**config.mk**
```make
export PLATFORM = sky130hd
export DESIGN_NAME = traffic_intersection_ctrl
export DESIGN_NICKNAME = d
export VERILOG_FILES = /design/src/rtl/traffic_intersection_ctrl.sv
export SDC_FILE = /design/constraint.sdc
export NUM_CORES = 1
export LEC_CHECK = 0
export CORE_MARGIN = 2
export CORE_UTILIZATION = 59
export CTS_CLUSTER_SIZE = 16
export DETAILED_ROUTE_END_ITERATION = 10
export PLACE_DENSITY = 0.94
export REMOVE_ABC_BUFFERS = 1
export SLEW_MARGIN = 20
export SYNTH_ARGS = -nofsm -noshare
export SYNTH_HDL_FRONTEND = slang
export SYNTH_SLANG_ARGS = --single-unit
export TNS_END_PERCENT = 50
```
**constraint.sdc**
```tcl
create_clock -name clk -period 3.84 [get_ports clk]
set_clock_uncertainty 0.1 [all_clocks]
set_input_delay 0.96 -clock clk [delete_from_list [all_inputs] [get_ports clk]]
set_output_delay 0.96 -clock clk [all_outputs]
set_load 0.02 [all_outputs]
```
**src/rtl/traffic_intersection_ctrl.sv**
```systemverilog
// Two-way intersection sequencer: main street rests in green, side-street
// vehicle and pedestrian requests are latched and served after a minimum
// main green. Phase timing counts an external tick enable.
module traffic_intersection_ctrl #(
    parameter int T_MIN_GREEN  = 3,
    parameter int T_SIDE_GREEN = 5,
    parameter int T_YELLOW     = 2,
    parameter int T_PREP       = 1,
    parameter int CNT_W        = 8
) (
    input  logic       clk,
    input  logic       rst,
    input  logic       tick,
    input  logic       side_req,
    input  logic       ped_req,
    output logic [1:0] main_state,
    output logic [1:0] side_state,
    output logic       walk,
    output logic       req_pending
);

    typedef enum logic [2:0] {
        MAIN_GREEN,
        MAIN_YELLOW,
        SIDE_PREP,
        SIDE_GREEN,
        SIDE_YELLOW,
        MAIN_PREP
    } state_t;

    localparam logic [1:0] L_GREEN = 2'b00;
    localparam logic [1:0] L_YEL1  = 2'b01;
    localparam logic [1:0] L_RED   = 2'b10;
    localparam logic [1:0] L_YEL2  = 2'b11;

    // Last counter value of each phase; the exit happens on the tick seen there.
    localparam logic [CNT_W-1:0] CNT_MAX     = '1;
    localparam logic [CNT_W-1:0] MIN_G_LAST  = CNT_W'(T_MIN_GREEN - 1);
    localparam logic [CNT_W-1:0] SIDE_G_LAST = CNT_W'(T_SIDE_GREEN - 1);
    localparam logic [CNT_W-1:0] YEL_LAST    = CNT_W'(T_YELLOW - 1);
    localparam logic [CNT_W-1:0] PREP_LAST   = CNT_W'(T_PREP - 1);

    state_t           state_q, state_d;
    logic [CNT_W-1:0] cnt_q, cnt_d;
    logic             side_l_q, side_l_d;
    logic             ped_l_q, ped_l_d;
    logic             walk_l_q, walk_l_d;
    logic [1:0]       main_q, main_d;
    logic [1:0]       side_q, side_d;
    logic             enter_side_green;
    logic             leave_side_green;

    assign req_pending = side_l_q | ped_l_q;
    assign main_state  = main_q;
    assign side_state  = side_q;
    // walk_l is only ever set while in SIDE_GREEN, so it is the walk lamp itself.
    assign walk        = walk_l_q;

    // Next-state logic: every transition is qualified by a tick.
    always_comb begin
        state_d = state_q;
        case (state_q)
            MAIN_GREEN:  if (tick && cnt_q >= MIN_G_LAST && req_pending) state_d = MAIN_YELLOW;
            MAIN_YELLOW: if (tick && cnt_q == YEL_LAST)    state_d = SIDE_PREP;
            SIDE_PREP:   if (tick && cnt_q == PREP_LAST)   state_d = SIDE_GREEN;
            SIDE_GREEN:  if (tick && cnt_q == SIDE_G_LAST) state_d = SIDE_YELLOW;
            SIDE_YELLOW: if (tick && cnt_q == YEL_LAST)    state_d = MAIN_PREP;
            MAIN_PREP:   if (tick && cnt_q == PREP_LAST)   state_d = MAIN_GREEN;
            default:     state_d = MAIN_GREEN;
        endcase
    end

    // Phase counter, request latches and lamp decode of the upcoming state.
    always_comb begin
        enter_side_green = (state_q != SIDE_GREEN) && (state_d == SIDE_GREEN);
        leave_side_green = (state_q == SIDE_GREEN) && (state_d != SIDE_GREEN);

        cnt_d = cnt_q;
        if (state_d != state_q) begin
            cnt_d = '0;
        end else if (tick && cnt_q != CNT_MAX) begin
            cnt_d = cnt_q + 1'b1;
        end

        // Serving the side phase consumes both requests; a fresh press on the
        // same edge wins over the clear. A vehicle already being served is ignored.
        side_l_d = side_l_q;
        ped_l_d  = ped_l_q;
        if (enter_side_green) begin
            side_l_d = 1'b0;
            ped_l_d  = 1'b0;
        end
        if (ped_req) begin
            ped_l_d = 1'b1;
        end
        if (side_req && state_q != SIDE_GREEN && state_d != SIDE_GREEN) begin
            side_l_d = 1'b1;
        end

        walk_l_d = walk_l_q;
        if (enter_side_green) begin
            walk_l_d = ped_l_q;
        end else if (leave_side_green) begin
            walk_l_d = 1'b0;
        end

        main_d = L_RED;
        side_d = L_RED;
        case (state_d)
            MAIN_GREEN:  main_d = L_GREEN;
            MAIN_YELLOW: main_d = L_YEL1;
            SIDE_PREP:   side_d = L_YEL2;
            SIDE_GREEN:  side_d = L_GREEN;
            SIDE_YELLOW: side_d = L_YEL1;
            MAIN_PREP:   main_d = L_YEL2;
            default: begin
                main_d = L_GREEN;
                side_d = L_RED;
            end
        endcase
    end

    // State, counter, latch and output registers.
    always_ff @(posedge clk or posedge rst) begin
        if (rst) begin
            state_q  <= MAIN_GREEN;
            cnt_q    <= '0;
            side_l_q <= 1'b0;
            ped_l_q  <= 1'b0;
            walk_l_q <= 1'b0;
            main_q   <= L_GREEN;
            side_q   <= L_RED;
        end else begin
            state_q  <= state_d;
            cnt_q    <= cnt_d;
            side_l_q <= side_l_d;
            ped_l_q  <= ped_l_d;
            walk_l_q <= walk_l_d;
            main_q   <= main_d;
            side_q   <= side_d;
        end
    end

endmodule
```
==> load_flow_metrics.sql, run 1 <==
INSERT INTO impl_metrics (metric_group, metric, value, unit) VALUES
('sta', 'timing.max_slew.rel_slack', '0.543', ''),
('detailed_routing', 'detail_route.first_pass.iterations', '4', ''),
('sta', 'post-route-worst-setup-slack', '1130', 'ps'),
('critical_path', 'cp_data_arrival_time', '2810', 'ps'),
('critical_path', 'critPathLaunchType', 'primary input', ''),
('critical_path', 'critical_path_class', 'primary input to flop', ''),
('critical_path', 'critical_path.endpoint_type', 'flop', ''),
('floorplanning', 'starting_density_of_the_core', '0.637', ''),
('synthesis', 'synthTopCellsByCount', 'sky130_fd_sc_hd__dfrtp_1 (17), sky130_fd_sc_hd__nand2_1 (8), sky130_fd_sc_hd__nor2_1 (8), sky130_fd_sc_hd__o21ai_0 (8)', ''),
('detailed_routing', 'via_count', '901', ''),
('global_routing', 'globalRouteOverflowTotal', '0', ''),
('cts', 'clock-root-buffer', 'sky130_fd_sc_hd__clkbuf_4', ''),
('layout', 'post_route_cells_drive_above_1_share', '0.102', ''),
('cts', 'cts_hold_repair.buffers', '0', ''),
('cts', 'htree_num_levels', '1', ''),
('sta', 'worst_pin_slew', '684', 'ps'),
('synthesis', 'post_synth_main_area_contributors', 'sky130_fd_sc_hd__dfrtp_1 (38%), sky130_fd_sc_hd__ha_1 (5.6%), sky130_fd_sc_hd__o21ai_0 (3.6%), sky130_fd_sc_hd__a21oi_1 (2.7%), sky130_fd_sc_hd__nand3_1 (2.7%)', ''),
('layout', 'fin_nets', '138', ''),
('synthesis', 'yosys.area.top_type', 'sky130_fd_sc_hd__dfrtp_1', ''),
('sta', 'fin_setup_tns', '0', 'ps'),
('sta', 'finalWorstPathRequiredPeriod', '2710', 'ps'),
('global_routing', 'first_global_vias', '774', ''),
('synthesis', 'synth_edf_count', '0', ''),
('synthesis', 'yosys_register_bits', '18', ''),
('synthesis', 'post-synth-top-count-cell', 'sky130_fd_sc_hd__dfrtp_1', ''),
('hold_path', 'worst_hold_path_type', 'flop to flop', ''),
('pwr', 'pwr_density_cell', '719', 'nW/um^2'),
('run_status', 'run_status', 'complete, no violations', ''),
('floorplanning', 'fp.dieArea', '2250', 'sq um'),
('detailed_routing', 'drt_wl_total', '2180', 'um'),
('sta', 'timing_max_transition_violations_final', '0', ''),
('cts', 'clk_path_buf_depth', '2', ''),
('critical_path', 'critical_path.max_fanout', '12', ''),
('detailed_routing', 'via_density', '5.93', ''),
('sta', 'setup_viol', '0', ''),
('detailed_routing', 'detail_route_antenna_nets', '0', ''),
('place', 'buffer_ports.inserted', '10', ''),
('synthesis', 'synth.top_cell.area_share', '0.383', ''),
('floorplanning', 'floorplan.die.width', '47.4', 'um'),
('synthesis', 'synthesis.area_per_instance', '9.26', 'sq um'),
('layout', 'final-instance-count-excl-fill', '152', ''),
('critical_path', 'required', '3940', 'ps'),
('pwr', 'leakage', '0.548', 'nW'),
('pwr', 'vdd_drop_max', '0.364', 'mV'),
('place', 'post-place-ws', '826', 'ps'),
('sta', 'period_share', '0.706', ''),
('detailed_routing', 'drt_iter0_markers', '21', ''),
('cts', 'numCtsBuffers', '3', ''),
('layout', 'area_delta_synth_final', '12.5', '%'),
('cts', 'cts_tree', 'built', ''),
('cts', 'cts_resized', '0', ''),
('synthesis', 'synth_seq_area_share', '0.407', ''),
('cts', 'worstSkewPairLatency', '300', 'ps'),
('global_routing', 'antenna_found_initial', '0', ''),
('floorplanning', 'floorplan.die.height', '47.4', 'um'),
('sta', 'grt_setup_unrepaired', 'false', ''),
('place', 'gpl.final_weighted_congestion', '0.823', ''),
('layout', 'final_util', '0.716', ''),
('synthesis', 'synth_cell_type_count', '40', ''),
('synthesis', 'syn-instance-count', '120', ''),
('floorplanning', 'io-pin-count', '11', ''),
('global_routing', 'grt_first_pass_wirelength', '3410', 'um'),
('run', 'maxCapViolations', '0', ''),
('pwr', 'p_total', '899', 'uW'),
('cts', 'cts_sinks', '18', ''),
('floorplanning', 'core_region_area', '1750', 'sq um'),
('layout', 'antenna-diode-count', '0', ''),
('global_routing', 'grtUsageTotal', '0.220', ''),
('sta', 'fmax', '0.369', 'GHz'),
('synthesis', 'synthArstFlopShare', '1.00', ''),
('detailed_routing', 'wirelength_per_cell', '14.3', 'um'),
('place', 'place.detailed.instances', '148', ''),
('sta', 'finalHoldViolCount', '0', ''),
('place', 'hpwl_dp', '1690', 'um'),
('synthesis', 'ys_warn_count', '0', ''),
('cts', 'worst_setup_hold_path_clk_slew', '100', 'ps'),
('global_routing', 'grt_max_degree', '19', ''),
('floorplanning', 'rows', '15', ''),
('cts', 'cts.repair_timing.setup_buffer_count', '0', ''),
('synthesis', 'synth_top_flop_cell', 'sky130_fd_sc_hd__dfrtp_1', ''),
('synthesis', 'synthesis.area', '1110', 'sq um'),
('detailed_routing', 'remaining_drc_errors', '0', '');
==> worst max-delay path: stages <==
cell                              delay (ps)
sky130_fd_sc_hd__clkdlybuf4s50_1         680
sky130_fd_sc_hd__nand4_1                 260
sky130_fd_sc_hd__a21oi_1                 410
sky130_fd_sc_hd__ha_1                    250
sky130_fd_sc_hd__inv_1                    60
sky130_fd_sc_hd__a21o_1                  180
==> layout make-up <==
class,count,area (sq um)
Clock buffer,4,36.3
Fill cell,130,495
Inverter,6,22.5
Multi-Input combinational cell,89,608
Sequential cell,18,452
Tap cell,25,31.3
Timing Repair Buffer,10,100
==> cell families (layout without fill, tap and decap cells) <==
logic type               Yosys count  after routing  synth area share
multiplexers                       3              3            0.0315
adder cells (fa/ha/maj)            5              5            0.0563
flip-flops                        18             18             0.407
XOR/XNOR                           3              3            0.0237
buffers and inverters             13             20            0.0462
AO/OA/AOI/OAI                     27             27             0.172
AND/OR/NAND/NOR                   51             51             0.264
==> sequential cells by signal (all words and copies together), names as in the netlist <==
register	count
walk	1
ped_l_q	1
side_l_q	1
cnt_q	8
state_q	3
main_state	2
side_state	2
==> cells in the final DEF, fill, tap and decap left out, drive strengths merged, types with 4 or more instances in the layout <==
cell / synthesis / layout
clkdlybuf4s50: 0 / 10
dfrtp: 17 / 17
inv: 6 / 6
o21ai: 8 / 8
nor2: 9 / 9
nor3: 6 / 6
nand4: 4 / 4
a21oi: 6 / 6
clkbuf: 5 / 4
and3: 4 / 4
ha: 5 / 5
nand2b: 4 / 4
nand2: 8 / 8
nand3: 6 / 6
==> where the power goes <==
group          leakage, nW  switching, mW  internal [mW]
Combinational        0.300          0.230          0.204
Sequential           0.227         0.0910          0.256
Clock               0.0210         0.0610         0.0579
==> routing by layer <==
metal	GRT usage	wire, um	part of all wire
met1	0.275	980	0.45
met2	0.370	1080	0.50
met3	0.0346	73	0.034
met4	0.100	40	0.018
met5	0	0	0
==> path summary, 6_finish.rpt <==
| kind | startpoint | slack, ps | depth (start not counted) | end |
|---|---|---|---|---|
| worst max-delay path | tick | 1130 | 6 | ped_l_q |
| worst min-delay path | side_l_q | 410 | 1 | side_l_q |
| worst max register to register | cnt_q[2] | 1620 | 6 | ped_l_q |
| worst min register to register | side_l_q | 410 | 1 | side_l_q |
| max in group asynchronous | rst | 2260 | 2 | ped_l_q |
| min in group asynchronous | rst | 950 | 2 | cnt_q[5] |
==> metrics by stage <==
stage | hold WS (ps) | cell area [sq um]
2_1_floorplan | 349 | 1080
3_3_place_gp | 380 | 1210
3_5_place_dp | 379 | 1210
4_1_cts | 401 | 1250
5_1_grt | 422 | 1250
6_report | 405 | 1250
No activity file was read; power rests on OpenSTA's default activity.
==> inputs of run 2 (changes only) <==
CORE_UTILIZATION = 50   (was 59)
PLACE_DENSITY = 0.86   (was 0.94)
clock period = 2.2 ns   (was 3.84 ns; I/O delays follow)
==> load_flow_metrics.sql, run 2 (same netlist as run 1, synthesis figures left out) <==
INSERT INTO impl_metrics (metric_group, metric, value, unit) VALUES
('run_status', 'run_status', 'complete, no violations', ''),
('pwr', 'leakage', '0.595', 'nW'),
('detailed_routing', 'drt_iter0_markers', '16', ''),
('sta', 'fin_setup_tns', '0', 'ps'),
('floorplanning', 'starting_density_of_the_core', '0.517', ''),
('hold_path', 'worst_hold_path_type', 'flop to flop', ''),
('pwr', 'power.share.switching', '0.416', ''),
('sta', 'grt_setup_unrepaired', 'false', ''),
('cts', 'cts.repair_timing.setup_buffer_count', '0', ''),
('sta', 'finalHoldViolCount', '0', ''),
('detailed_routing', 'remaining_drc_errors', '0', ''),
('sta', 'worst_pin_slew', '442', 'ps'),
('global_routing', 'grt_first_pass_wirelength', '3800', 'um'),
('critical_path', 'critical_path_class', 'flop to output pin', ''),
('critical_path', 'path_cells', 'clkdlybuf4s50_1', ''),
('pwr', 'power.internal', '943', 'uW'),
('global_routing', 'grtUsageTotal', '0.194', ''),
('layout', 'ff_latch_area', '452', 'sq um'),
('critical_path', 'critical_path.max_fanout', '1', ''),
('place', 'place.detailed.instances', '159', ''),
('critical_path', 'critical_path.endpoint_type', 'output pin', ''),
('critical_path', 'required', '1550', 'ps'),
('cts', 'cts_tree', 'built', ''),
('place', 'post-place-ws', '-231', 'ps'),
('layout', 'max_flop_register', 'cnt_q', ''),
('layout', 'final-instance-count-excl-fill', '163', ''),
('cts', 'clk_path_buf_depth', '2', ''),
('floorplanning', 'io-pin-count', '11', ''),
('cts', 'worstSkewPairLatency', '280', 'ps'),
('critical_path', 'crit_path_top_delay_cell', 'sky130_fd_sc_hd__clkdlybuf4s50_1', ''),
('layout', 'mostFrequentLayoutCells', 'sky130_fd_sc_hd__dfrtp_1 (17), sky130_fd_sc_hd__nand2_1 (8), sky130_fd_sc_hd__nor2_1 (8), sky130_fd_sc_hd__clkdlybuf4s50_1 (8), sky130_fd_sc_hd__buf_4 (8)', ''),
('place', 'buffer_ports.inserted', '10', ''),
('layout', 'final_util', '0.612', ''),
('layout', 'reg.largest.list', 'cnt_q (8), state_q (3)', ''),
('sta', 'fmax', '0.491', 'GHz'),
('pwr', 'pwr_density_cell', '1230', 'nW/um^2'),
('critical_path', 'critPathLaunchType', 'flop', ''),
('floorplanning', 'floorplan.die.width', '51.1', 'um'),
('layout', 'antenna-diode-count', '0', ''),
('pwr', 'p_sw', '671', 'uW'),
('critical_path', 'critical_path.n_buffers_inverters', '1', ''),
('global_routing', 'first_global_vias', '878', ''),
('floorplanning', 'rows', '17', ''),
('pwr', 'vdd_drop_max', '0.721', 'mV'),
('run', 'maxCapViolations', '0', ''),
('place', 'gpl.final_weighted_congestion', '0.801', ''),
('critical_path', 'crit_path_max_incr_delay', '590', 'ps'),
('detailed_routing', 'via_density', '5.52', ''),
('critical_path', 'rrSetupSlack', '190', 'ps'),
('layout', 'multi_input_comb_area', '608', 'sq um'),
('global_routing', 'globalRouteOverflowTotal', '0', ''),
('layout', 'post_route_cells_drive_above_1_share', '0.156', ''),
('sta', 'hold_slack', '398', 'ps'),
('place', 'placed_area', '1280', 'sq um'),
('layout', 'area_delta_synth_final', '18.4', '%'),
('layout', 'number_of_inserted_filler_cells_in_the_final_layout', '187', ''),
('cts', 'clock-root-buffer', 'sky130_fd_sc_hd__clkbuf_4', ''),
('pwr', 'seqPwrFrac', '0.364', ''),
('detailed_routing', 'detail_route.first_pass.iterations', '4', ''),
('sta', 'post-route-worst-setup-slack', '161', 'ps'),
('layout', 'leading_cell_type_in_the_layout_fill_and_taps_excluded', 'sky130_fd_sc_hd__dfrtp_1', ''),
('detailed_routing', 'detail_route_antenna_nets', '0', ''),
('sta', 'period_share', '0.927', ''),
('cts', 'numCtsBuffers', '3', ''),
('layout', 'stdcell_area', '1320', 'sq um'),
('sta', 'timing_max_transition_violations_final', '0', ''),
('cts', 'worst_setup_hold_path_clk_slew', '100', 'ps'),
('layout', 'fin_nets', '146', ''),
('critical_path', 'cp_data_arrival_time', '1390', 'ps'),
('cts', 'cts_sinks', '18', ''),
('global_routing', 'antenna_found_initial', '0', ''),
('sta', 'setup_viol', '0', ''),
('sta', 'finalWorstPathRequiredPeriod', '2040', 'ps'),
('floorplanning', 'floorplan.die.height', '51.1', 'um'),
('floorplanning', 'fp.dieArea', '2620', 'sq um'),
('pwr', 'clockPowerShare', '0.122', ''),
('sta', 'timing.max_slew.rel_slack', '0.705', ''),
('pwr', 'p_total', '1.61', 'mW'),
('global_routing', 'grt_max_degree', '19', ''),
('layout', 'largest_register_ffs', '8', ''),
('critical_path', 'path_delay_family', 'buffers and inverters', ''),
('detailed_routing', 'via_count', '900', ''),
('cts', 'htree_num_levels', '1', ''),
('place', 'hpwl_dp', '1660', 'um'),
('detailed_routing', 'drt_wl_total', '2270', 'um'),
('floorplanning', 'core_region_area', '2150', 'sq um'),
('pwr', 'share_of_total_power_in_combinational_logic', '0.514', ''),
('detailed_routing', 'wirelength_per_cell', '13.9', 'um');
==> run 2: changes by cell type in the layout (fill, tap and decap cells not counted) <==
cell                              previous run  this run
sky130_fd_sc_hd__o21ai_0                     8         7
sky130_fd_sc_hd__buf_4                       0         8
sky130_fd_sc_hd__clkdlybuf4s50_1            10         8
sky130_fd_sc_hd__dlymetal6s2s_1              0         1
sky130_fd_sc_hd__dlygate4sd2_1               0         1
sky130_fd_sc_hd__o21ai_1                     0         1
==> run 2: metal layers <==
layer	part of all wire	vias up	GRT usage	routed length (um)
met5	0	-	0	0
met4	0.013	0	0.0811	29
met3	0.028	4	0.0292	63
met2	0.50	17	0.327	1150
met1	0.45	419	0.247	1030
li1	-	460	-	-
==> run 2: cell type report <==
cell class	instances	area share
multi-input cells	89	0.462
inverters	6	0.0171
clock buffers	4	0.0276
well taps	28	0.0266
flip-flops and latches	18	0.343
repair buffers	18	0.123
==> run 2: power groups by stage <==
stage                     registers [mW]  logic (mW)  clock network [mW]
after floorplan                    0.618       0.523                   0
after global placement             0.583       0.785                   0
final                              0.588       0.829               0.197
after CTS                          0.584       0.827               0.206
after global routing               0.603       0.911               0.216
after detailed placement           0.591       0.821                   0
==> run 2: worst reg2reg max path, cell delays in order, from the launching register on <==
cell,delay [ps]
sky130_fd_sc_hd__dfrtp_1,480
sky130_fd_sc_hd__nor3_1,350
sky130_fd_sc_hd__and2_1,260
sky130_fd_sc_hd__a21oi_1,120
sky130_fd_sc_hd__a211o_1,400
sky130_fd_sc_hd__a211oi_1,220
==> run 2: path summary, 6_finish.rpt <==
path                                     from            end  cells past startpoint
worst max register to register       cnt_q[3]       cnt_q[2]                      5
max in group asynchronous                 rst  side_state[1]                      3
worst max-delay path            side_state[1]  side_state[1]                      1
min in group asynchronous                 rst       side_l_q                      3
worst min register to register           walk           walk                      2
worst min-delay path                     walk           walk                      2
==> run 2: what timing repair did <==
action | in CTS | in global routing
gates resized for setup | 1 | 2
hold buffers | 0 | 0
setup endpoints to repair | 1 | 1
==> inputs of run 3 (changes only) <==
RECOVER_POWER = 25   (was unset)
==> load_flow_metrics.sql, run 3 (same netlist as run 1, synthesis figures left out) <==
INSERT INTO impl_metrics (metric_group, metric, value, unit) VALUES
('place', 'post-place-ws', '-231', 'ps'),
('floorplanning', 'starting_density_of_the_core', '0.517', ''),
('pwr', 'p_total', '1.61', 'mW'),
('critical_path', 'critPathLaunchType', 'flop', ''),
('cts', 'htree_num_levels', '1', ''),
('critical_path', 'critical_path.endpoint_type', 'output pin', ''),
('layout', 'number_of_inserted_filler_cells_in_the_final_layout', '189', ''),
('run', 'maxCapViolations', '0', ''),
('global_routing', 'grtUsageTotal', '0.194', ''),
('detailed_routing', 'via_density', '5.52', ''),
('pwr', 'leakage', '0.591', 'nW'),
('global_routing', 'globalRouteOverflowTotal', '0', ''),
('layout', 'mostFrequentLayoutCells', 'sky130_fd_sc_hd__dfrtp_1 (17), sky130_fd_sc_hd__nand2_1 (8), sky130_fd_sc_hd__nor2_1 (8)', ''),
('critical_path', 'timing.reg2reg.worst_path_depth', '5', ''),
('place', 'buffer_ports.inserted', '10', ''),
('detailed_routing', 'wirelength_per_cell', '13.9', 'um'),
('place', 'hpwl_dp', '1660', 'um'),
('layout', 'final_util', '0.610', ''),
('layout', 'reg.largest.list', 'cnt_q (8), state_q (3)', ''),
('critical_path', 'crit_path_top_delay_cell', 'sky130_fd_sc_hd__clkdlybuf4s50_1', ''),
('detailed_routing', 'detail_route.first_pass.iterations', '4', ''),
('floorplanning', 'io-pin-count', '11', ''),
('layout', 'stdcell_area', '1310', 'sq um'),
('sta', 'fin_setup_tns', '0', 'ps'),
('sta', 'finalWorstPathRequiredPeriod', '2040', 'ps'),
('layout', 'area_delta_synth_final', '18.0', '%'),
('sta', 'worst_pin_slew', '987', 'ps'),
('critical_path', 'path_depth', '1', ''),
('layout', 'ff_latch_area', '452', 'sq um'),
('critical_path', 'critical_path.n_buffers_inverters', '1', ''),
('global_routing', 'antenna_found_initial', '0', ''),
('layout', 'leading_cell_type_in_the_layout_fill_and_taps_excluded', 'sky130_fd_sc_hd__dfrtp_1', ''),
('critical_path', 'timing.rr.end', 'cnt_q[2]', ''),
('cts', 'worst_setup_hold_path_clk_slew', '100', 'ps'),
('layout', 'multi_input_comb_area', '608', 'sq um'),
('layout', 'antenna-diode-count', '0', ''),
('floorplanning', 'fp.dieArea', '2620', 'sq um'),
('detailed_routing', 'remaining_drc_errors', '0', ''),
('pwr', 'pwr_density_cell', '1230', 'nW/um^2'),
('hold_path', 'worst_hold_path_type', 'flop to flop', ''),
('sta', 'post-route-worst-setup-slack', '161', 'ps'),
('global_routing', 'grt_first_pass_wirelength', '3800', 'um'),
('critical_path', 'critical_path.max_fanout', '1', ''),
('critical_path', 'cp_data_arrival_time', '1390', 'ps'),
('critical_path', 'timing.critical_path.from', 'side_state[1]', ''),
('layout', 'post_route_cells_drive_above_1_share', '0.148', ''),
('detailed_routing', 'via_count', '900', ''),
('pwr', 'vdd_drop_max', '0.720', 'mV'),
('layout', 'largest_register_ffs', '8', ''),
('floorplanning', 'core_region_area', '2150', 'sq um'),
('cts', 'cts_tree', 'built', ''),
('cts', 'cts_resized', '1', ''),
('global_routing', 'first_global_vias', '878', ''),
('sta', 'grt_setup_unrepaired', 'false', ''),
('sta', 'setup_viol', '0', ''),
('cts', 'numCtsBuffers', '3', ''),
('critical_path', 'required', '1550', 'ps'),
('place', 'place.detailed.instances', '159', ''),
('cts', 'clk_path_buf_depth', '2', ''),
('global_routing', 'grt_max_degree', '19', ''),
('critical_path', 'path_cells', 'clkdlybuf4s50_1', ''),
('sta', 'fmax', '0.491', 'GHz'),
('place', 'placed_area', '1280', 'sq um'),
('critical_path', 'crit_end', 'side_state[1]', ''),
('cts', 'cts.repair_timing.setup_buffer_count', '0', ''),
('place', 'gpl.final_weighted_congestion', '0.801', ''),
('floorplanning', 'floorplan.die.height', '51.1', 'um'),
('cts', 'cts_sinks', '18', ''),
('detailed_routing', 'detail_route_antenna_nets', '0', ''),
('detailed_routing', 'drt_wl_total', '2270', 'um'),
('cts', 'cts_hold_repair.buffers', '0', ''),
('sta', 'hold_slack', '397', 'ps'),
('critical_path', 'rrSetupSlack', '190', 'ps'),
('cts', 'clock-root-buffer', 'sky130_fd_sc_hd__clkbuf_4', ''),
('critical_path', 'path_delay_family', 'buffers and inverters', ''),
('layout', 'final-instance-count-excl-fill', '163', ''),
('layout', 'fin_nets', '146', ''),
('critical_path', 'crit_path_max_incr_delay', '590', 'ps'),
('sta', 'timing_max_transition_violations_final', '0', ''),
('critical_path', 'timing.rr.start', 'cnt_q[3]', ''),
('sta', 'timing.max_slew.rel_slack', '0.342', ''),
('layout', 'max_flop_register', 'cnt_q', ''),
('detailed_routing', 'drt_iter0_markers', '16', ''),
('floorplanning', 'rows', '17', ''),
('cts', 'worstSkewPairLatency', '280', 'ps'),
('run_status', 'run_status', 'complete, no violations', ''),
('sta', 'finalHoldViolCount', '0', ''),
('sta', 'period_share', '0.927', ''),
('critical_path', 'critical_path_class', 'flop to output pin', ''),
('floorplanning', 'floorplan.die.width', '51.1', 'um');
==> run 3: worst min-delay path by stage <==
| stage | endpoint | cells after the start | slack, ps | start |
|---|---|---|---|---|
| 2_1_floorplan | side_l_q | 1 | 350 | side_l_q |
| 3_3_place_gp | walk | 2 | 360 | walk |
| 3_5_place_dp | side_l_q | 1 | 370 | side_l_q |
| 4_1_cts | side_l_q | 1 | 400 | side_l_q |
| 5_1_grt | side_l_q | 1 | 430 | side_l_q |
| 6_report | walk | 2 | 400 | walk |
==> run 3: report_power, final <==
part           internal, mW  switching, mW  leakage [nW]
Sequential            0.446          0.141         0.227
Clock                 0.101         0.0964        0.0210
Combinational         0.395          0.433         0.343
Total                 0.942          0.670         0.591
==> run 3: layout make-up <==
class                      instances  area share
clock buffer                       4      0.0277
multi-input combinational         89       0.464
timing repair buffer              18       0.120
inverter                           6      0.0172
sequential                        18       0.344
tap                               28      0.0267
==> run 3: per-layer routing <==
metal,vias up,track usage,routed length [um]
met3,4,0.0292,63
met5,-,0,0
li1,460,-,-
met2,17,0.327,1150
met4,0,0.0811,29
met1,419,0.247,1040
